**config.mk**
```make
export PLATFORM = sky130hd
export DESIGN_NAME = uart_rx_os_flat
export DESIGN_NICKNAME = d
export VERILOG_FILES = /design/src/rtl/uart_pkg.sv /design/src/rtl/uart_rx_os_if.sv /design/src/rtl/uart_rx_fifo.sv /design/src/rtl/uart_rx_os.sv /design/src/flat_wrapper.sv
export SDC_FILE = /design/constraint.sdc
export NUM_CORES = 1
export LEC_CHECK = 0
export ABC_CLOCK_PERIOD_IN_PS = 3050
export CAP_MARGIN = 20
export CELL_PAD_IN_SITES_DETAIL_PLACEMENT = 1
export CELL_PAD_IN_SITES_GLOBAL_PLACEMENT = 1
export CORE_MARGIN = 1
export CORE_UTILIZATION = 46
export DETAILED_ROUTE_END_ITERATION = 10
export PLACE_DENSITY_LB_ADDON = 0.1
export RECOVER_POWER = 50
export SETUP_SLACK_MARGIN = 0.02
export SLEW_MARGIN = 40
export SYNTH_ARGS = -nofsm -noshare
export SYNTH_HDL_FRONTEND = slang
export SYNTH_HIERARCHICAL = 1
export SYNTH_SLANG_ARGS = --single-unit
```
**constraint.sdc**
```tcl
create_clock -name clk -period 3.05 [get_ports clk]
set_input_delay 0.7625 -clock clk [delete_from_list [all_inputs] [get_ports clk]]
set_output_delay 0.7625 -clock clk [all_outputs]
set_load 0.02 [all_outputs]
```
**src/rtl/uart_pkg.sv**
```systemverilog
// Shared types and helpers for the oversampling UART receiver.
package uart_pkg;
   localparam int OVERSAMPLE = 16;

   typedef enum logic [1:0] {NONE = 2'd0, ODD = 2'd1, EVEN = 2'd2} parity_e;

   typedef enum logic [2:0] {IDLE, START, DATA, PARITY, STOP, WAIT_HIGH} state_e;

   // Tick divisor rounded to nearest: clk_hz / (baud * OVERSAMPLE).
   function automatic int uart_div(input int clk_hz, input int baud);
      return (clk_hz + baud * (OVERSAMPLE / 2)) / (baud * OVERSAMPLE);
   endfunction
endpackage

```
**src/rtl/uart_rx_os_if.sv**
```systemverilog
// Receiver output stream: head-of-FIFO entry with valid/ready handshake.
interface uart_rx_os_if #(parameter int DATA_BITS = 8);
   logic [DATA_BITS-1:0] out_data;
   logic                 out_parity_err;
   logic                 out_frame_err;
   logic                 out_valid;
   logic                 out_ready;

   modport master (output out_data, out_parity_err, out_frame_err, out_valid,
                   input  out_ready);
   modport slave  (input  out_data, out_parity_err, out_frame_err, out_valid,
                   output out_ready);
endinterface

```
**src/rtl/uart_rx_fifo.sv**
```systemverilog
// First-word-fall-through FIFO; a push while full succeeds only with a same-cycle pop.
module uart_rx_fifo #(
   parameter int WIDTH = 10,
   parameter int DEPTH = 8
) (
   input  logic             clk,
   input  logic             rst_n,
   input  logic             push,
   input  logic             pop,
   input  logic [WIDTH-1:0] din,
   output logic             full,
   output logic             empty,
   output logic [WIDTH-1:0] head
);
   localparam int AW = $clog2(DEPTH);

   if (DEPTH < 2 || (1 << AW) != DEPTH) begin : g_depth_err
      $error("uart_rx_fifo: DEPTH must be a power of two >= 2");
   end

   logic [WIDTH-1:0] mem [DEPTH];
   logic [AW:0]      wr_ptr, rd_ptr;
   logic             wr_en, rd_en;

   assign empty = (wr_ptr == rd_ptr);
   assign full  = (wr_ptr[AW] != rd_ptr[AW]) && (wr_ptr[AW-1:0] == rd_ptr[AW-1:0]);
   assign rd_en = pop & ~empty;
   assign wr_en = push & (~full | rd_en);
   assign head  = mem[rd_ptr[AW-1:0]];

   always_ff @(posedge clk or negedge rst_n) begin
      if (!rst_n) begin
         wr_ptr <= '0;
         rd_ptr <= '0;
      end else begin
         if (wr_en) wr_ptr <= wr_ptr + 1'b1;
         if (rd_en) rd_ptr <= rd_ptr + 1'b1;
      end
   end

   always_ff @(posedge clk) begin
      if (wr_en) mem[wr_ptr[AW-1:0]] <= din;
   end
endmodule

```
**src/rtl/uart_rx_os.sv**
```systemverilog
// 16x oversampling UART receiver: synchroniser, tick generator, frame FSM, output FIFO.
//   state     | meaning
//   IDLE      | line idle, waiting for a falling edge
//   START     | verifying start bit at its mid-point
//   DATA      | sampling DATA_BITS bits, LSB first
//   PARITY    | sampling the parity bit
//   STOP      | sampling STOP_BITS stop bits
//   WAIT_HIGH | frame error seen, waiting for the line to return high
module uart_rx_os #(
   parameter int CLK_HZ     = 100_000_000,
   parameter int BAUD0      = 9600,
   parameter int BAUD1      = 19200,
   parameter int BAUD2      = 57600,
   parameter int BAUD3      = 115200,
   parameter int DATA_BITS  = 8,
   parameter int PARITY     = 0,
   parameter int STOP_BITS  = 1,
   parameter int FIFO_DEPTH = 8
) (
   input  logic         clk,
   input  logic         rst_n,
   input  logic         rx_input,
   input  logic [1:0]   brate_selection,
   uart_rx_os_if.master rx_out,
   output logic         overrun,
   input  logic         clr_overrun,
   output logic         busy
);
   import uart_pkg::*;

   localparam int DIV_W = 16;
   localparam int DIV0  = uart_div(CLK_HZ, BAUD0);
   localparam int DIV1  = uart_div(CLK_HZ, BAUD1);
   localparam int DIV2  = uart_div(CLK_HZ, BAUD2);
   localparam int DIV3  = uart_div(CLK_HZ, BAUD3);
   localparam int FW    = DATA_BITS + 2;
   localparam parity_e PAR = parity_e'(PARITY);

   if (DIV0 < 1 || DIV1 < 1 || DIV2 < 1 || DIV3 < 1 ||
       DIV0 >= (1 << DIV_W) || DIV1 >= (1 << DIV_W) ||
       DIV2 >= (1 << DIV_W) || DIV3 >= (1 << DIV_W)) begin : g_div_err
      $error("uart_rx_os: baud divisor out of range");
   end
   if (DATA_BITS < 5 || DATA_BITS > 8 || PARITY < 0 || PARITY > 2 ||
       STOP_BITS < 1 || STOP_BITS > 2) begin : g_frame_err
      $error("uart_rx_os: unsupported frame format");
   end

   logic [1:0]           sync_q;
   logic                 rxs, rxs_d, fall;
   state_e               state, state_n;
   logic [DIV_W-1:0]     div_sel, div_q, tick_cnt;
   logic [3:0]           os_cnt;
   logic [2:0]           bit_cnt;
   logic [DATA_BITS-1:0] shreg;
   logic                 parity_err, frame_err, push_q;
   logic                 tick, sample, last_bit, exp_par;
   logic                 fifo_full, fifo_empty, pop;
   logic [FW-1:0]        head;

   assign rxs      = sync_q[1];
   assign fall     = rxs_d & ~rxs;
   assign tick     = (state != IDLE) && (tick_cnt == '0);
   assign sample   = tick && (os_cnt == '0);
   assign last_bit = (bit_cnt == '0);
   assign exp_par  = (PAR == EVEN) ? ^shreg : ~^shreg;
   assign busy     = (state != IDLE);

   always_comb begin
      div_sel = DIV_W'(DIV3);
      case (brate_selection)
         2'd0:    div_sel = DIV_W'(DIV0);
         2'd1:    div_sel = DIV_W'(DIV1);
         2'd2:    div_sel = DIV_W'(DIV2);
         default: div_sel = DIV_W'(DIV3);
      endcase
   end

   always_ff @(posedge clk or negedge rst_n) begin
      if (!rst_n) begin
         sync_q <= 2'b11;
         rxs_d  <= 1'b1;
      end else begin
         sync_q <= {sync_q[0], rx_input};
         rxs_d  <= rxs;
      end
   end

   always_ff @(posedge clk or negedge rst_n) begin
      if (!rst_n) state <= IDLE;
      else        state <= state_n;
   end

   always_comb begin
      state_n = state;
      case (state)
         IDLE:      if (fall) state_n = START;
         START:     if (sample) state_n = rxs ? IDLE : DATA;
         DATA:      if (sample && last_bit) state_n = (PAR != NONE) ? uart_pkg::PARITY : STOP;
         uart_pkg::PARITY: if (sample) state_n = STOP;
         STOP:      if (sample && last_bit) state_n = (frame_err | ~rxs) ? WAIT_HIGH : IDLE;
         WAIT_HIGH: if (rxs) state_n = IDLE;
         default:   state_n = IDLE;
      endcase
   end

   // The divisor is captured on the start edge so baud changes only apply to the next frame.
   always_ff @(posedge clk or negedge rst_n) begin
      if (!rst_n) begin
         div_q      <= '0;
         tick_cnt   <= '0;
         os_cnt     <= '0;
         bit_cnt    <= '0;
         shreg      <= '0;
         parity_err <= 1'b0;
         frame_err  <= 1'b0;
         push_q     <= 1'b0;
      end else begin
         push_q <= 1'b0;
         if (state == IDLE) begin
            if (fall) begin
               div_q    <= div_sel;
               tick_cnt <= div_sel - 1'b1;
               os_cnt   <= 4'(OVERSAMPLE / 2 - 1);
            end
         end else begin
            tick_cnt <= tick ? div_q - 1'b1 : tick_cnt - 1'b1;
            if (tick) os_cnt <= (os_cnt == '0) ? 4'(OVERSAMPLE - 1) : os_cnt - 1'b1;
         end
         if (sample) begin
            case (state)
               START: if (!rxs) begin
                  bit_cnt    <= 3'(DATA_BITS - 1);
                  parity_err <= 1'b0;
                  frame_err  <= 1'b0;
               end
               DATA: begin
                  shreg   <= {rxs, shreg[DATA_BITS-1:1]};
                  bit_cnt <= last_bit ? 3'(STOP_BITS - 1) : bit_cnt - 1'b1;
               end
               uart_pkg::PARITY: parity_err <= (rxs != exp_par);
               STOP: begin
                  if (!rxs) frame_err <= 1'b1;
                  if (last_bit) push_q <= 1'b1;
                  else          bit_cnt <= bit_cnt - 1'b1;
               end
               default: ;
            endcase
         end
      end
   end

   assign pop = ~fifo_empty & rx_out.out_ready;

   uart_rx_fifo #(.WIDTH(FW), .DEPTH(FIFO_DEPTH)) u_fifo (
      .clk   (clk),
      .rst_n (rst_n),
      .push  (push_q),
      .pop   (pop),
      .din   ({shreg, parity_err, frame_err}),
      .full  (fifo_full),
      .empty (fifo_empty),
      .head  (head)
   );

   always_ff @(posedge clk or negedge rst_n) begin
      if (!rst_n)                              overrun <= 1'b0;
      else if (push_q && fifo_full && !pop)    overrun <= 1'b1;
      else if (clr_overrun)                    overrun <= 1'b0;
   end

   assign rx_out.out_valid      = ~fifo_empty;
   assign rx_out.out_data       = fifo_empty ? '0 : head[FW-1:2];
   assign rx_out.out_parity_err = fifo_empty ? 1'b0 : head[1];
   assign rx_out.out_frame_err  = fifo_empty ? 1'b0 : head[0];
endmodule

```
**src/flat_wrapper.sv**
```systemverilog
// flat-port wrapper written by rule: the top's interface ports become plain ports
module uart_rx_os_flat import uart_pkg::*;
#(
   parameter int CLK_HZ     = 100_000_000,
   parameter int BAUD0      = 9600,
   parameter int BAUD1      = 19200,
   parameter int BAUD2      = 57600,
   parameter int BAUD3      = 115200,
   parameter int DATA_BITS  = 8,
   parameter int PARITY     = 0,
   parameter int STOP_BITS  = 1,
   parameter int FIFO_DEPTH = 8
)
  (clk, rst_n, rx_input, brate_selection, overrun, clr_overrun, busy, rx_out_out_data, rx_out_out_parity_err, rx_out_out_frame_err, rx_out_out_valid, rx_out_out_ready);
  uart_rx_os_if #(.DATA_BITS(DATA_BITS)) rx_out_i ();
  input  logic clk;
  input  logic rst_n;
  input  logic rx_input;
  input  logic [1:0] brate_selection;
  output logic overrun;
  input  logic clr_overrun;
  output logic busy;
  output wire logic [$bits(rx_out_i.out_data)-1:0] rx_out_out_data;
  output wire logic [$bits(rx_out_i.out_parity_err)-1:0] rx_out_out_parity_err;
  output wire logic [$bits(rx_out_i.out_frame_err)-1:0] rx_out_out_frame_err;
  output wire logic [$bits(rx_out_i.out_valid)-1:0] rx_out_out_valid;
  input wire logic [$bits(rx_out_i.out_ready)-1:0] rx_out_out_ready;
  assign rx_out_out_data = rx_out_i.out_data;
  assign rx_out_out_parity_err = rx_out_i.out_parity_err;
  assign rx_out_out_frame_err = rx_out_i.out_frame_err;
  assign rx_out_out_valid = rx_out_i.out_valid;
  assign rx_out_i.out_ready = rx_out_out_ready;
  uart_rx_os #(.CLK_HZ(CLK_HZ), .BAUD0(BAUD0), .BAUD1(BAUD1), .BAUD2(BAUD2), .BAUD3(BAUD3), .DATA_BITS(DATA_BITS), .PARITY(PARITY), .STOP_BITS(STOP_BITS), .FIFO_DEPTH(FIFO_DEPTH)) u_core (.clk(clk), .rst_n(rst_n), .rx_input(rx_input), .brate_selection(brate_selection), .rx_out(rx_out_i), .overrun(overrun), .clr_overrun(clr_overrun), .busy(busy));
endmodule
```
; ---- Yosys cells after proc, flatten, opt, wreduce, memory -nomap -nowiden
; Memory sizes are Yosys's and may differ from the RTL's.
; Cells that the tools add are included.
[word_totals]
ff_bits = 65
input_bits = 7
elab_cells = 112
output_inout_bits = 13
memories = 1
ram_bits = 80
[classes]
n_mux = 35
bitwise = 9
n_eq_ne = 20
n_addsub = 7
n_reduce_logical = 26
[memory_table]
columns = name, depth, word_bits, read_ports, rd_clocked_by_memory_dff, write_ports, line
row1 = u_core.u_fifo.mem, 8, 10, 1, 0, 1, uart_rx_fifo.sv:21  ; logic [WIDTH-1:0] mem [DEPTH];
[ops]
columns = operator, n
row1 = $mux W16, 3
row2 = $sub A16 B1 Y16 const B, 3
row3 = $mux W3, 10
row4 = $pmux W10 S3, 1
row5 = $pmux W3 S6, 1
row6 = $logic_not A16 Y1, 1
row7 = $mux W4, 4
row8 = $ne A2 B1 Y1 const B, 6
row9 = $mux W1, 11
row10 = $pmux W3 S3, 1
row11 = $add A4 B1 Y4 const B, 2
row12 = $mux W8, 1
row13 = $reduce_and A4 Y1, 2
row14 = $reduce_bool A2 Y1, 4
row15 = $reduce_xnor A8 Y1, 1
row16 = $eq A3 B2 Y1 const B, 2
row17 = $eq A3 B3 Y1 const B, 2
row18 = $logic_and A1 B1 Y1, 6
row19 = $logic_not A3 Y1, 2
row20 = $ne A2 B2 Y1 const B, 3
row21 = $reduce_and A2 Y1, 3
row22 = $reduce_and A6 Y1, 1
row23 = $reduce_bool A3 Y1, 2
row24 = $and A1 B1 Y1, 4
row25 = other kinds (16), 21

; ---- Depth between registers and ports, before layout
; Gate-level depths: netlist of run 1.
[depth]
depth_word = 8
depth_mapped = 12
mapped_depth_nobuf = 10

; ---- Modules after synthesis
; Netlist of run 1, hierarchy kept.
[by_module_without_submodules]
columns = mod, instances, seq_area_each_um2, cells_each, area_per_inst_um2
row1 = uart_rx_fifo, 1, 2602.5, 173, 3569.7
row2 = uart_rx_os, 1, 1229.9, 335, 3096.7

; ---- Least setup slack after synthesis of run 1
; No wires, ideal clock.
[synth_path]
kind = register to register
from = register u_core.u_fifo.wr_ptr[0]
to = memory u_core.u_fifo.mem[3][0] (enable)
slack_ns = -0.003
period_less_slack_ns = 3.053
arrival_ns = 2.645
stages_incl_launch_ff = 10
cell_sequence = dfrtp_1 > buf_4 > xnor2_2 > nand3_2 > buf_6 > nor2_1 > nor2b_1 > clkbuf_1 > nor3_1 > nor4b_1
[synth_via]
elab_chain_len = 8
[synth_rtl]
columns = item, line
row1 = start: declaration, uart_rx_fifo.sv:22  ; logic [AW:0] wr_ptr, rd_ptr;
row2 = start signal: assignment, uart_rx_fifo.sv:36  ; if (wr_en) wr_ptr <= wr_ptr + 1'b1;
row3 = $eq A4 B4 Y1, uart_rx_fifo.sv:25  ; assign empty = (wr_ptr == rd_ptr);
row4 = via u_core.fifo_empty, uart_rx_os.sv:58  ; logic fifo_full, fifo_empty, pop;
row5 = $not A1 Y1, uart_rx_os.sv:153  ; assign pop = ~fifo_empty & rx_out.out_ready;
row6 = $and A1 B1 Y1, uart_rx_os.sv:153
row7 = via u_core.pop, uart_rx_os.sv:58
row8 = $and A1 B1 Y1, uart_rx_fifo.sv:27  ; assign rd_en = pop & ~empty;
row9 = $or A1 B1 Y1, uart_rx_fifo.sv:28  ; assign wr_en = push & (~full | rd_en);
row10 = $and A1 B1 Y1, uart_rx_fifo.sv:28
row11 = $mux W1, uart_rx_fifo.sv:42  ; if (wr_en) mem[wr_ptr[AW-1:0]] <= din;
row12 = $mux W1 (implied by the code), uart_rx_fifo.sv:42
row13 = end: declaration, uart_rx_fifo.sv:21
; The timed path passes the listed nets, and every way through them passes these cells.

; ---- Final worst setup path of run 1
[layout_path]
from = register u_core.u_fifo.rd_ptr[0]
to = output rx_out_out_data[5]
[layout_via]
elab_chain_len = 2
[layout_rtl]
columns = item, line
row1 = start: declaration, uart_rx_fifo.sv:22
row2 = start signal: assignment, uart_rx_fifo.sv:37  ; if (rd_en) rd_ptr <= rd_ptr + 1'b1;
row3 = $mem_v2 Z8 W10, -
row4 = via u_core.head[7], uart_rx_os.sv:59  ; logic [FW-1:0] head;
row5 = $mux W8, uart_rx_os.sv:173  ; assign rx_out.out_data = fifo_empty ? '0 : head[FW-1:2];
row6 = end: declaration, flat_wrapper.sv:23  ; output wire logic [$bits(rx_out_i.out_data)-1:0] rx_out_out_data;
; The timed path passes the listed nets, and every way through them passes these cells.

==> results.py, run 1 <==
metrics = {
    "outcome": {
        "run_status": "finished, final reports clean",
    },
    "sta": {
        "hold_viol": 0,
        "period_minus_slack_ns": 2.98,
        "timing.setup.tns_ns": 0,
        "timing.slew.headroom_pct": 6.81,
        "rsz0062_at_grt": "false",
        "achievable-frequency_mhz": 336,
        "final-max-slew-violation-count": 0,
        "period_share_pct": 97.6,
        "worst_slew_pin_slew_ns": 1.40,
        "final.setup_skew_ns": 0.00949,
        "finalSetupViolCount": 0,
    },
    "synthesis": {
        "post-synth-top-area-cell": "edfxtp_1",
        "synth_enable_flop_cells": 80,
        "synth_top_area_share_pct": 36.0,
        "syn-cell-area_um2": 6670,
        "synth_warnings": 6,
        "synth.lib_cells_used.distinct": 71,
        "syn-mean-instance-area_um2": 13.1,
        "synth.area.top_cells": "edfxtp_1 (36%), dfrtp_1 (20%), mux4_2 (6.8%)",
        "post_synth_inst_count": 508,
        "syn-num-nets": 527,
        "async_flop_share_pct": 41.6,
        "synth_flop_cell": "edfxtp_1",
        "share_of_synthesized_area_occupied_by_flip_flops_and_latches_pct": 57.5,
        "synth-seq-cells": 137,
    },
    "detailed_routing": {
        "totalWireLength_um": 16300,
        "drt_iter0_markers": 241,
        "firstDrtPassIters": 4,
        "antenna_viol_nets_final": 0,
        "vias": 4372,
        "drt-vias-per-instance": 5.79,
        "wl_per_cell_um": 21.6,
        "drcViolationCount": 0,
    },
    "global_route": {
        "grt_usage_pct": 23.9,
        "grt_first_pass_wirelength_um": 26300,
        "number_of_global_route_vias_before_repair": 4697,
        "grt_antenna_before_repair": 0,
        "globalRouteOverflowTotal": 0,
        "largest_net_degree_at_the_start_of_global_routing": 34,
    },
    "pwr": {
        "cell_internal_power_mw": 4.01,
        "seq_power_share_pct": 38.5,
        "power_frac_clock_pct": 34.1,
        "total_power_mw": 5.74,
        "max-vdd-ir-drop_v": 0.000397,
        "power_switching_mw": 1.72,
        "combinationalPowerShare_pct": 27.3,
        "netSwitchingFraction_pct": 30.0,
        "leakage_nw": 3.06,
        "power.density_nw_per_um2": 733,
    },
    "setup_path": {
        "r2r_setup_slack_ns": 0.20,
        "r2r.worst_path.cells": 9,
        "critical_path_peak_fanout": 5,
        "worst-endpoint-arrival_ns": 2.21,
        "critical_path_required_ns": 2.29,
        "startpoint_type": "flip-flop",
        "crit_path_end": "rx_out_out_data[5]",
        "setup.worst_path.end_class": "output port",
        "crit_path_start": "u_core/u_fifo/rd_ptr[0]",
        "timing.rr.start": "u_core/tick_cnt[10]",
        "rr_endpoint": "u_core/tick_cnt[12]",
        "worst-setup-path-type": "reg2out",
    },
    "clock_tree": {
        "cts_buffers": 17,
        "cts.root.buffer_cell": "clkbuf_16",
        "path_clk_slew_ns": 0.06,
        "cts.sink_count": 137,
        "tritoncts_clock_tree": "built",
        "cts.htree.levels": 4,
        "clock_latency_ns": 0.42,
        "hold_bufs_inserted_after_cts": 0,
        "cts_buffer_depth": 2,
    },
    "final_layout": {
        "antenna_diode_count": 0,
        "post_route_cells_drive_above_1_share_pct": 25.2,
        "final_net_count": 581,
        "area_growth_pct": 17.5,
    },
    "floorplan": {
        "die_area_um2": 15000,
        "core_region_area_um2": 14000,
        "row_count": 43,
        "floorplan.die.width_um": 122,
        "initial_core_util_pct": 47.7,
        "num_io_pins": 20,
        "die_h_um": 122,
    },
    "hold_path": {
        "min-delay-start": "u_core/sync_q[0]",
        "worst_hold_path_type": "reg2reg",
        "worstHoldPathCells": 0,
    },
    "placement": {
        "post-dp-hpwl_um": 11300,
        "placement.io_buffers": 19,
        "globalplace.congestion": 0.880,
    },
    "run": {
        "max_cap_violations": 0,
    },
}
[layout make-up]
| type | count | area [um^2] |
|---|---|---|
| Inverter | 11 | 41.3 |
| Timing Repair Buffer | 61 | 510 |
| Clock buffer | 18 | 429 |
| Multi-Input combinational cell | 334 | 2660 |
| Clock inverter | 14 | 129 |
| Sequential cell | 137 | 3830 |
| Fill cell | 1409 | 6160 |
| Tap cell | 180 | 225 |
[state kept, by name, summed over array words and instances (netlist names)]
| signal | cells |
|---|---|
| u_core/div_q | 8 |
| u_core/overrun | 1 |
| u_core/state | 3 |
| u_core/u_fifo/wr_ptr | 4 |
| u_core/frame_err | 1 |
| u_core/rxs_d | 1 |
| u_core/sync_q | 2 |
| u_core/u_fifo/rd_ptr | 4 |
| u_core/u_fifo/mem | 80 |
| u_core/tick_cnt | 16 |
| u_core/os_cnt | 4 |
| u_core/parity_err | 1 |
| u_core/shreg | 8 |
| u_core/bit_cnt | 3 |
| u_core/push_q | 1 |
[worst min path at each step]
| stage | endpoint | slack (ns) |
|---|---|---|
| global route | u_core/sync_q[1] | 0.37 |
| global placement | u_core/sync_q[1] | 0.35 |
| detailed placement | u_core/sync_q[1] | 0.35 |
| floorplan | u_core/sync_q[1] | 0.35 |
| finish | u_core/sync_q[1] | 0.36 |
| CTS | u_core/sync_q[1] | 0.36 |
[worst max-delay path, stage by stage (launching register included)]
cell           delay, ns
dfrtp_2             0.42
buf_8               0.15
mux4_2              0.50
mux2_2              0.29
nor2b_1             0.13
dlygate4sd2_1       0.31
[per-layer routing]
metal | up-vias | GRT usage, % | share of wire [%]
li1 | 2049 | - | -
met1 | 2256 | 29.1 | 42
met2 | 50 | 42.2 | 54
met3 | 17 | 3.90 | 2.1
met4 | 0 | 9.07 | 1.5
met5 | - | 0 | 0
[Yosys cell counts, types with 3 or more instances]
cell type / instances
edfxtp_1: 80
dfrtp_1: 54
nand2_1: 38
nor2_1: 30
o21ai_0: 26
mux4_2: 20
mux2_2: 19
a21oi_1: 17
a31oi_1: 16
xnor2_1: 16
nor2b_1: 15
ha_1: 12
nor3_1: 11
clkbuf_1: 10
inv_1: 10
nand3_1: 8
nand2b_1: 7
nor4_1: 7
a211oi_1: 6
buf_2: 6
and3_1: 5
buf_6: 5
nand4_1: 5
a21o_1: 4
o211ai_1: 4
o22ai_1: 4
o31ai_1: 4
xor2_1: 4
buf_4: 3
dfstp_2: 3
nor4_4: 3
o21a_1: 3
or3_1: 3
or4_4: 3
[power by group through the flow]
stage | clock network, mW | logic [mW] | registers (mW)
floorplan | 0 | 1.08 | 2.19
global placement | 0 | 1.53 | 2.23
detailed placement | 0 | 1.58 | 2.23
CTS | 1.99 | 1.62 | 2.21
global route | 2.08 | 1.69 | 2.22
finish | 1.96 | 1.57 | 2.21
[per-stage QoR]
step	util [%]	instances	hold WS (ns)	cell area [um^2]	setup WS [ns]
2_1_floorplan	-	508	0.345	6670	0.0807
3_3_place_gp	52.0	721	0.347	7280	0.187
3_5_place_dp	52.0	721	0.350	7280	0.134
4_1_cts	56.3	755	0.359	7880	-0.00113
5_1_grt	56.0	755	0.371	7830	0.0215
6_report	56.0	755	0.362	7830	0.0737
[placed cells by master, fill, tap and decap left out, drive strengths merged, types with 7 or more instances in the layout]
master and count:
edfxtp 80, nand3 9, clkinv 10, buf 42, nor2b 15, nand2b 7, nor2 31, a21oi 17
clkbuf 26, mux2 20, xnor2 18, nand2 39, inv 12, nor4 10, nor3 12, dfrtp 54
a31oi 16, o21ai 26, ha 12, mux4 20
[timing repair]
item | in CTS | in global routing
gates cloned | 1 | 0
hold endpoints to repair | 0 | 0
gates resized for setup | 26 | 8
buffers inserted | 1 | 0
setup endpoints to repair | 10 | 8
[kinds of logic (layout without fill, tap and decap cells)]
| logic type | Yosys count | in the layout | share of synthesized area [%] |
|---|---|---|---|
| flip-flops | 137 | 137 | 57.5 |
| AO/OA/AOI/OAI | 106 | 106 | 10.8 |
| buffers and inverters | 37 | 104 | 2.95 |
| XOR/XNOR | 22 | 22 | 3.12 |
| multiplexers | 41 | 41 | 10.3 |
| adder cells (fa/ha/maj) | 12 | 12 | 2.25 |
| AND/OR/NAND/NOR | 153 | 153 | 13.1 |
No activity file was read; power rests on OpenSTA's default activity.
==> run 2: changes to the inputs <==
--- a/config.mk
+++ b/config.mk
@@ -9,6 +9,7 @@
 export CAP_MARGIN = 20
 export CELL_PAD_IN_SITES_DETAIL_PLACEMENT = 1
 export CELL_PAD_IN_SITES_GLOBAL_PLACEMENT = 1
+export CORE_ASPECT_RATIO = 0.9
 export CORE_MARGIN = 1
 export CORE_UTILIZATION = 46
 export DETAILED_ROUTE_END_ITERATION = 10
==> results.py, run 2 (synthesis gave the netlist of run 1 again) <==
metrics = {
    "setup_path": {
        "slowest_delay_ns": 0.49,
        "critical_path_required_ns": 2.29,
        "worstPathBufferInverterCount": 2,
        "rr_endpoint": "u_core/tick_cnt[12]",
        "setup.worst_path.end_class": "output port",
        "critical_path_cell_count": 5,
        "crit_path_cell_trace": "bufbuf_16 -> mux4_2 -> mux2_2 -> nor2b_1 -> buf_2",
        "startpoint_type": "flip-flop",
        "timing.rr.start": "u_core/tick_cnt[4]",
        "worst-endpoint-arrival_ns": 2.19,
        "crit_slowest_cell": "mux4_2",
        "r2r_setup_slack_ns": 0.16,
        "critical-path-top-delay-family": "multiplexers",
        "crit_path_start": "u_core/u_fifo/rd_ptr[0]",
        "r2r.worst_path.cells": 9,
        "worst-setup-path-type": "reg2out",
        "crit_path_end": "rx_out_out_data[1]",
        "critical_path_peak_fanout": 6,
    },
    "final_layout": {
        "layout_common_cells": "edfxtp_1 (80), dfrtp_1 (53), nand2_1 (38)",
        "n_fill_cell": 1403,
        "layout_commonest_cell": "edfxtp_1",
        "final_net_count": 581,
        "antenna_diode_count": 0,
        "area_used_by_sequential_logic_in_the_layout_um2": 3830,
        "area_growth_pct": 18.2,
        "largest_register_ff_count": 80,
        "final_core_util_pct": 55.9,
        "final_cell_count_without_fillers": 768,
        "post_route_cells_drive_above_1_share_pct": 26.3,
        "multi_input_area_um2": 2660,
    },
    "sta": {
        "hold_viol": 0,
        "final.setup_skew_ns": 0.0113,
        "final-max-slew-violation-count": 27,
        "period_minus_slack_ns": 2.95,
        "finalSetupViolCount": 0,
        "achievable-frequency_mhz": 339,
        "rsz0062_at_grt": "false",
        "worst_slew_pin_slew_ns": 1.50,
        "period_share_pct": 96.7,
        "timing.slew.headroom_pct": -0.115,
    },
    "placement": {
        "globalplace.congestion": 0.852,
        "placement.io_buffers": 19,
        "post-dp-hpwl_um": 10900,
        "post-place-cells": 732,
    },
    "pwr": {
        "leakage_nw": 3.07,
        "seq_power_share_pct": 37.7,
        "cell_internal_power_mw": 4.01,
        "power.density_nw_per_um2": 741,
        "combinationalPowerShare_pct": 27.8,
        "max-vdd-ir-drop_v": 0.000433,
        "power_frac_clock_pct": 34.5,
        "netSwitchingFraction_pct": 31.3,
        "power_switching_mw": 1.83,
        "total_power_mw": 5.84,
    },
    "hold_path": {
        "worst_hold_path_type": "reg2reg",
    },
    "clock_tree": {
        "cts.root.buffer_cell": "clkbuf_16",
        "cts.htree.levels": 4,
        "cts.sink_count": 137,
        "cts_buffers": 17,
        "path_clk_slew_ns": 0.06,
        "hold_bufs_inserted_after_cts": 0,
        "cts_buffer_depth": 2,
        "tritoncts_clock_tree": "built",
        "clock_latency_ns": 0.43,
    },
    "detailed_routing": {
        "vias": 4469,
        "drt_iter0_markers": 317,
        "firstDrtPassIters": 4,
        "antenna_viol_nets_final": 0,
        "drcViolationCount": 0,
        "drt-vias-per-instance": 5.82,
        "wl_per_cell_um": 21.9,
        "totalWireLength_um": 16800,
    },
    "floorplan": {
        "die_area_um2": 15000,
        "core_region_area_um2": 14100,
        "initial_core_util_pct": 47.3,
        "floorplan.die.width_um": 129,
        "num_io_pins": 20,
        "row_count": 41,
        "die_h_um": 116,
    },
    "global_route": {
        "grt_usage_pct": 24.5,
        "largest_net_degree_at_the_start_of_global_routing": 58,
        "globalRouteOverflowTotal": 0,
        "number_of_global_route_vias_before_repair": 4690,
        "grt_first_pass_wirelength_um": 26500,
        "grt_antenna_before_repair": 0,
    },
    "outcome": {
        "run_status": "finished with violations",
        "failed_checks": "capacitance limit, slew limit",
    },
    "run": {
        "max_cap_violations": 1,
    },
}
[run 2: what timing repair did]
action | 4_1_cts | 5_1_grt
cloned | 2 | 0
resized for setup | 26 | 12
buffers inserted | 1 | 1
setup endpoints to repair | 10 | 7
[run 2: cell type report]
class                   count  share of cell area (%)
clock buffers              19                    5.62
clock inverters            13                    1.73
inverters                  11                   0.524
multi-input cells         334                    33.7
flip-flops and latches    137                    48.6
well taps                 193                    3.06
repair buffers             61                    6.72
[run 2: per-layer routing]
metal	global-route usage (%)	vias up	share of wire (%)
li1	-	2060	-
met1	34.8	2300	47
met2	37.2	96	46
met3	6.14	13	5.7
met4	7.84	0	0.98
met5	0	-	0
[run 2: worst min path at each step]
stage                          start          endpoint  depth (start not counted)
detailed placement  u_core/sync_q[0]  u_core/sync_q[1]                          0
finish              u_core/sync_q[0]  u_core/sync_q[1]                          0
global route        u_core/sync_q[0]  u_core/sync_q[1]                          0
global placement    u_core/sync_q[0]  u_core/sync_q[1]                          0
CTS                 u_core/sync_q[0]  u_core/sync_q[1]                          0
floorplan           u_core/sync_q[0]  u_core/sync_q[1]                          0
[run 2: power by group through the flow]
stage | combinational (mW) | sequential, mW | clock [mW]
4_1_cts | 1.62 | 2.19 | 2.06
5_1_grt | 1.75 | 2.22 | 2.13
3_5_place_dp | 1.55 | 2.23 | 0
3_3_place_gp | 1.50 | 2.22 | 0
2_1_floorplan | 1.08 | 2.19 | 0
6_report | 1.62 | 2.20 | 2.02
[run 2: metrics by stage]
stage | area, um^2 | setup slack [ns] | setup TNS [ns] | hold slack, ns
finish | 7880 | 0.101 | 0 | 0.363
global route | 7880 | 0.00541 | 0 | 0.369
CTS | 7890 | -0.0946 | -0.452 | 0.359
detailed placement | 7270 | 0.192 | 0 | 0.350
global placement | 7270 | 0.219 | 0 | 0.347
floorplan | 6670 | 0.0807 | 0 | 0.345
[run 2: worst reg2reg max path, cell delays in order (launching register included)]
cell and delay [ns]:
dfrtp_1 0.46, or4_1 0.36, nor2_8 0.08, a31oi_1 0.36
ha_1 0.33, nand3b_1 0.14, a2111oi_1 0.49, buf_4 0.21
a31oi_1 0.09, a221o_1 0.26
==> run 3: changes to the inputs <==
--- a/config.mk
+++ b/config.mk
@@ -16,6 +16,7 @@
 export PLACE_DENSITY_LB_ADDON = 0.1
 export RECOVER_POWER = 50
 export SETUP_SLACK_MARGIN = 0.02
+export SKIP_CTS_REPAIR_TIMING = 1
 export SLEW_MARGIN = 40
 export SYNTH_ARGS = -nofsm -noshare
 export SYNTH_HDL_FRONTEND = slang
==> results.py, run 3 (synthesis gave the netlist of run 1 again) <==
metrics = {
    "setup_path": {
        "slowest_delay_ns": 0.50,
        "crit_path_cell_trace": "buf_12 -> buf_8 -> mux4_2 -> mux2_4 -> nor2b_1 -> buf_4",
        "startpoint_type": "flip-flop",
        "critical_path_required_ns": 2.29,
        "worst-setup-path-type": "reg2out",
        "worst-endpoint-arrival_ns": 2.23,
        "crit_slowest_cell": "mux4_2",
        "critical-path-top-delay-family": "multiplexers",
        "setup.worst_path.end_class": "output port",
        "critical_path_peak_fanout": 9,
        "worstPathBufferInverterCount": 3,
    },
    "global_route": {
        "gr-usage-met3_pct": 5.22,
        "top_usage_layer": "met2",
        "grt_antenna_before_repair": 0,
        "globalRouteOverflowTotal": 0,
        "number_of_global_route_vias_before_repair": 4622,
        "grt_use_met2_pct": 36.1,
        "grt_first_pass_wirelength_um": 25900,
        "groute.layer.met1.usage_pct": 34.4,
        "largest_net_degree_at_the_start_of_global_routing": 58,
        "grt_usage_pct": 23.9,
    },
    "detailed_routing": {
        "vias": 4421,
        "drt_iter0_markers": 298,
        "drcViolationCount": 0,
        "wl_per_cell_um": 21.4,
        "firstDrtPassIters": 5,
        "drt-vias-per-instance": 5.76,
        "totalWireLength_um": 16400,
        "antenna_viol_nets_final": 0,
    },
    "sta": {
        "achievable-frequency_mhz": 334,
        "final-max-slew-violation-count": 57,
        "finalSetupViolCount": 0,
        "timing.slew.headroom_pct": -0.306,
        "whs_ns": 0.363,
        "period_share_pct": 98.1,
        "final.setup_skew_ns": 0.0123,
        "rsz0062_at_grt": "true",
        "hold_viol": 0,
        "period_minus_slack_ns": 2.99,
        "worst_slew_pin_slew_ns": 1.50,
    },
    "floorplan": {
        "floorplan.die.width_um": 129,
        "core_region_area_um2": 14100,
        "die_h_um": 116,
        "initial_core_util_pct": 47.3,
        "row_count": 41,
        "num_io_pins": 20,
        "die_area_um2": 15000,
    },
    "final_layout": {
        "layout_common_cells": "edfxtp_1 (80), dfrtp_1 (54), buf_4 (38), nand2_1 (38), nor2_1 (30)",
        "final_net_count": 581,
        "area_growth_pct": 18.8,
        "layout_commonest_cell": "edfxtp_1",
        "antenna_diode_count": 0,
        "post_route_cells_drive_above_1_share_pct": 24.9,
        "largest_register_ff_count": 80,
    },
    "placement": {
        "post-dp-hpwl_um": 10900,
        "placement.io_buffers": 19,
        "globalplace.congestion": 0.852,
    },
    "clock_tree": {
        "cts_buffers": 17,
        "path_clk_slew_ns": 0.06,
        "tritoncts_clock_tree": "built",
        "cts.root.buffer_cell": "clkbuf_16",
        "cts_buffer_depth": 2,
        "cts.sink_count": 137,
        "cts.htree.levels": 4,
        "clock_latency_ns": 0.42,
    },
    "pwr": {
        "max-vdd-ir-drop_v": 0.000435,
        "leakage_nw": 3.15,
        "power.density_nw_per_um2": 735,
        "total_power_mw": 5.82,
    },
    "outcome": {
        "failed_checks": "capacitance limit, slew limit",
        "run_status": "finished with violations",
    },
    "hold_path": {
        "worst_hold_path_type": "reg2reg",
    },
    "run": {
        "max_cap_violations": 1,
    },
}
-- run 3: cell types whose count changed in the layout (fill, tap and decap cells not counted), moves of 2 or more --
| cell | before | now |
|---|---|---|
| buf_2 | 6 | 1 |
| clkbuf_2 | 6 | 2 |
| buf_4 | 36 | 38 |
| mux2_2 | 19 | 17 |
| mux2_4 | 0 | 2 |
| dlymetal6s2s_1 | 0 | 8 |
-- run 3: layer usage --
layer | part of all wire (%) | wire length (um)
met4 | 1.3 | 209
met1 | 50 | 8210
met2 | 45 | 7420
met5 | 0 | 0
met3 | 3.5 | 574
-- run 3: path summary, 6_finish.rpt --
kind	slack, ns	endpoint	cells after the start	from
worst min-delay path	0.36	u_core/sync_q[1]	0	u_core/sync_q[0]
worst min register to register	0.36	u_core/sync_q[1]	0	u_core/sync_q[0]
max in group asynchronous	1.35	u_core/shreg[2]	2	rst_n
min in group asynchronous	0.79	u_core/u_fifo/rd_ptr[2]	2	rst_n
worst max-delay path	0.06	rx_out_out_data[3]	6	u_core/u_fifo/rd_ptr[0]
worst max register to register	0.12	u_core/tick_cnt[12]	9	u_core/tick_cnt[4]
-- run 3: through the flow --
stage / TNS (ns) / util, % / std cells / setup WS (ns) / cell area, um^2
floorplan: 0 / - / 508 / 0.0807 / 6670
global route: -0.112 / 56.1 / 768 / -0.0464 / 7920
finish: 0 / 56.1 / 768 / 0.0577 / 7920
detailed placement: 0 / 51.5 / 732 / 0.192 / 7270
CTS: -2.45 / 55.6 / 764 / -0.292 / 7850
global placement: 0 / 51.5 / 732 / 0.219 / 7270
-- run 3: where the power goes --
| part | leakage [nW] | total [mW] | internal (mW) | switching [mW] |
|---|---|---|---|---|
| registers | 1.50 | 2.20 | 2.04 | 0.157 |
| logic | 1.37 | 1.62 | 0.811 | 0.806 |
| clock network | 0.275 | 2.01 | 1.17 | 0.839 |
| total | 3.15 | 5.82 | 4.02 | 1.80 |
-- run 3: final cells by class --
cell class	instances	area [um^2]
clock buffer	19	443
clock inverter	13	136
fill	1395	6190
inverter	11	41.3
multi-input combinational	334	2660
sequential	137	3830
tap	193	241
timing repair buffer	61	562
-- run 3: worst reg2reg max path, cell delays in order (launching register included) --
cell and delay (ns):
dfrtp_1 0.47, or4_1 0.36, nor2_8 0.08, a31oi_1 0.39, ha_1 0.34, nand3b_1 0.14
a2111oi_1 0.49, buf_4 0.21, a31oi_1 0.09, a221o_1 0.26
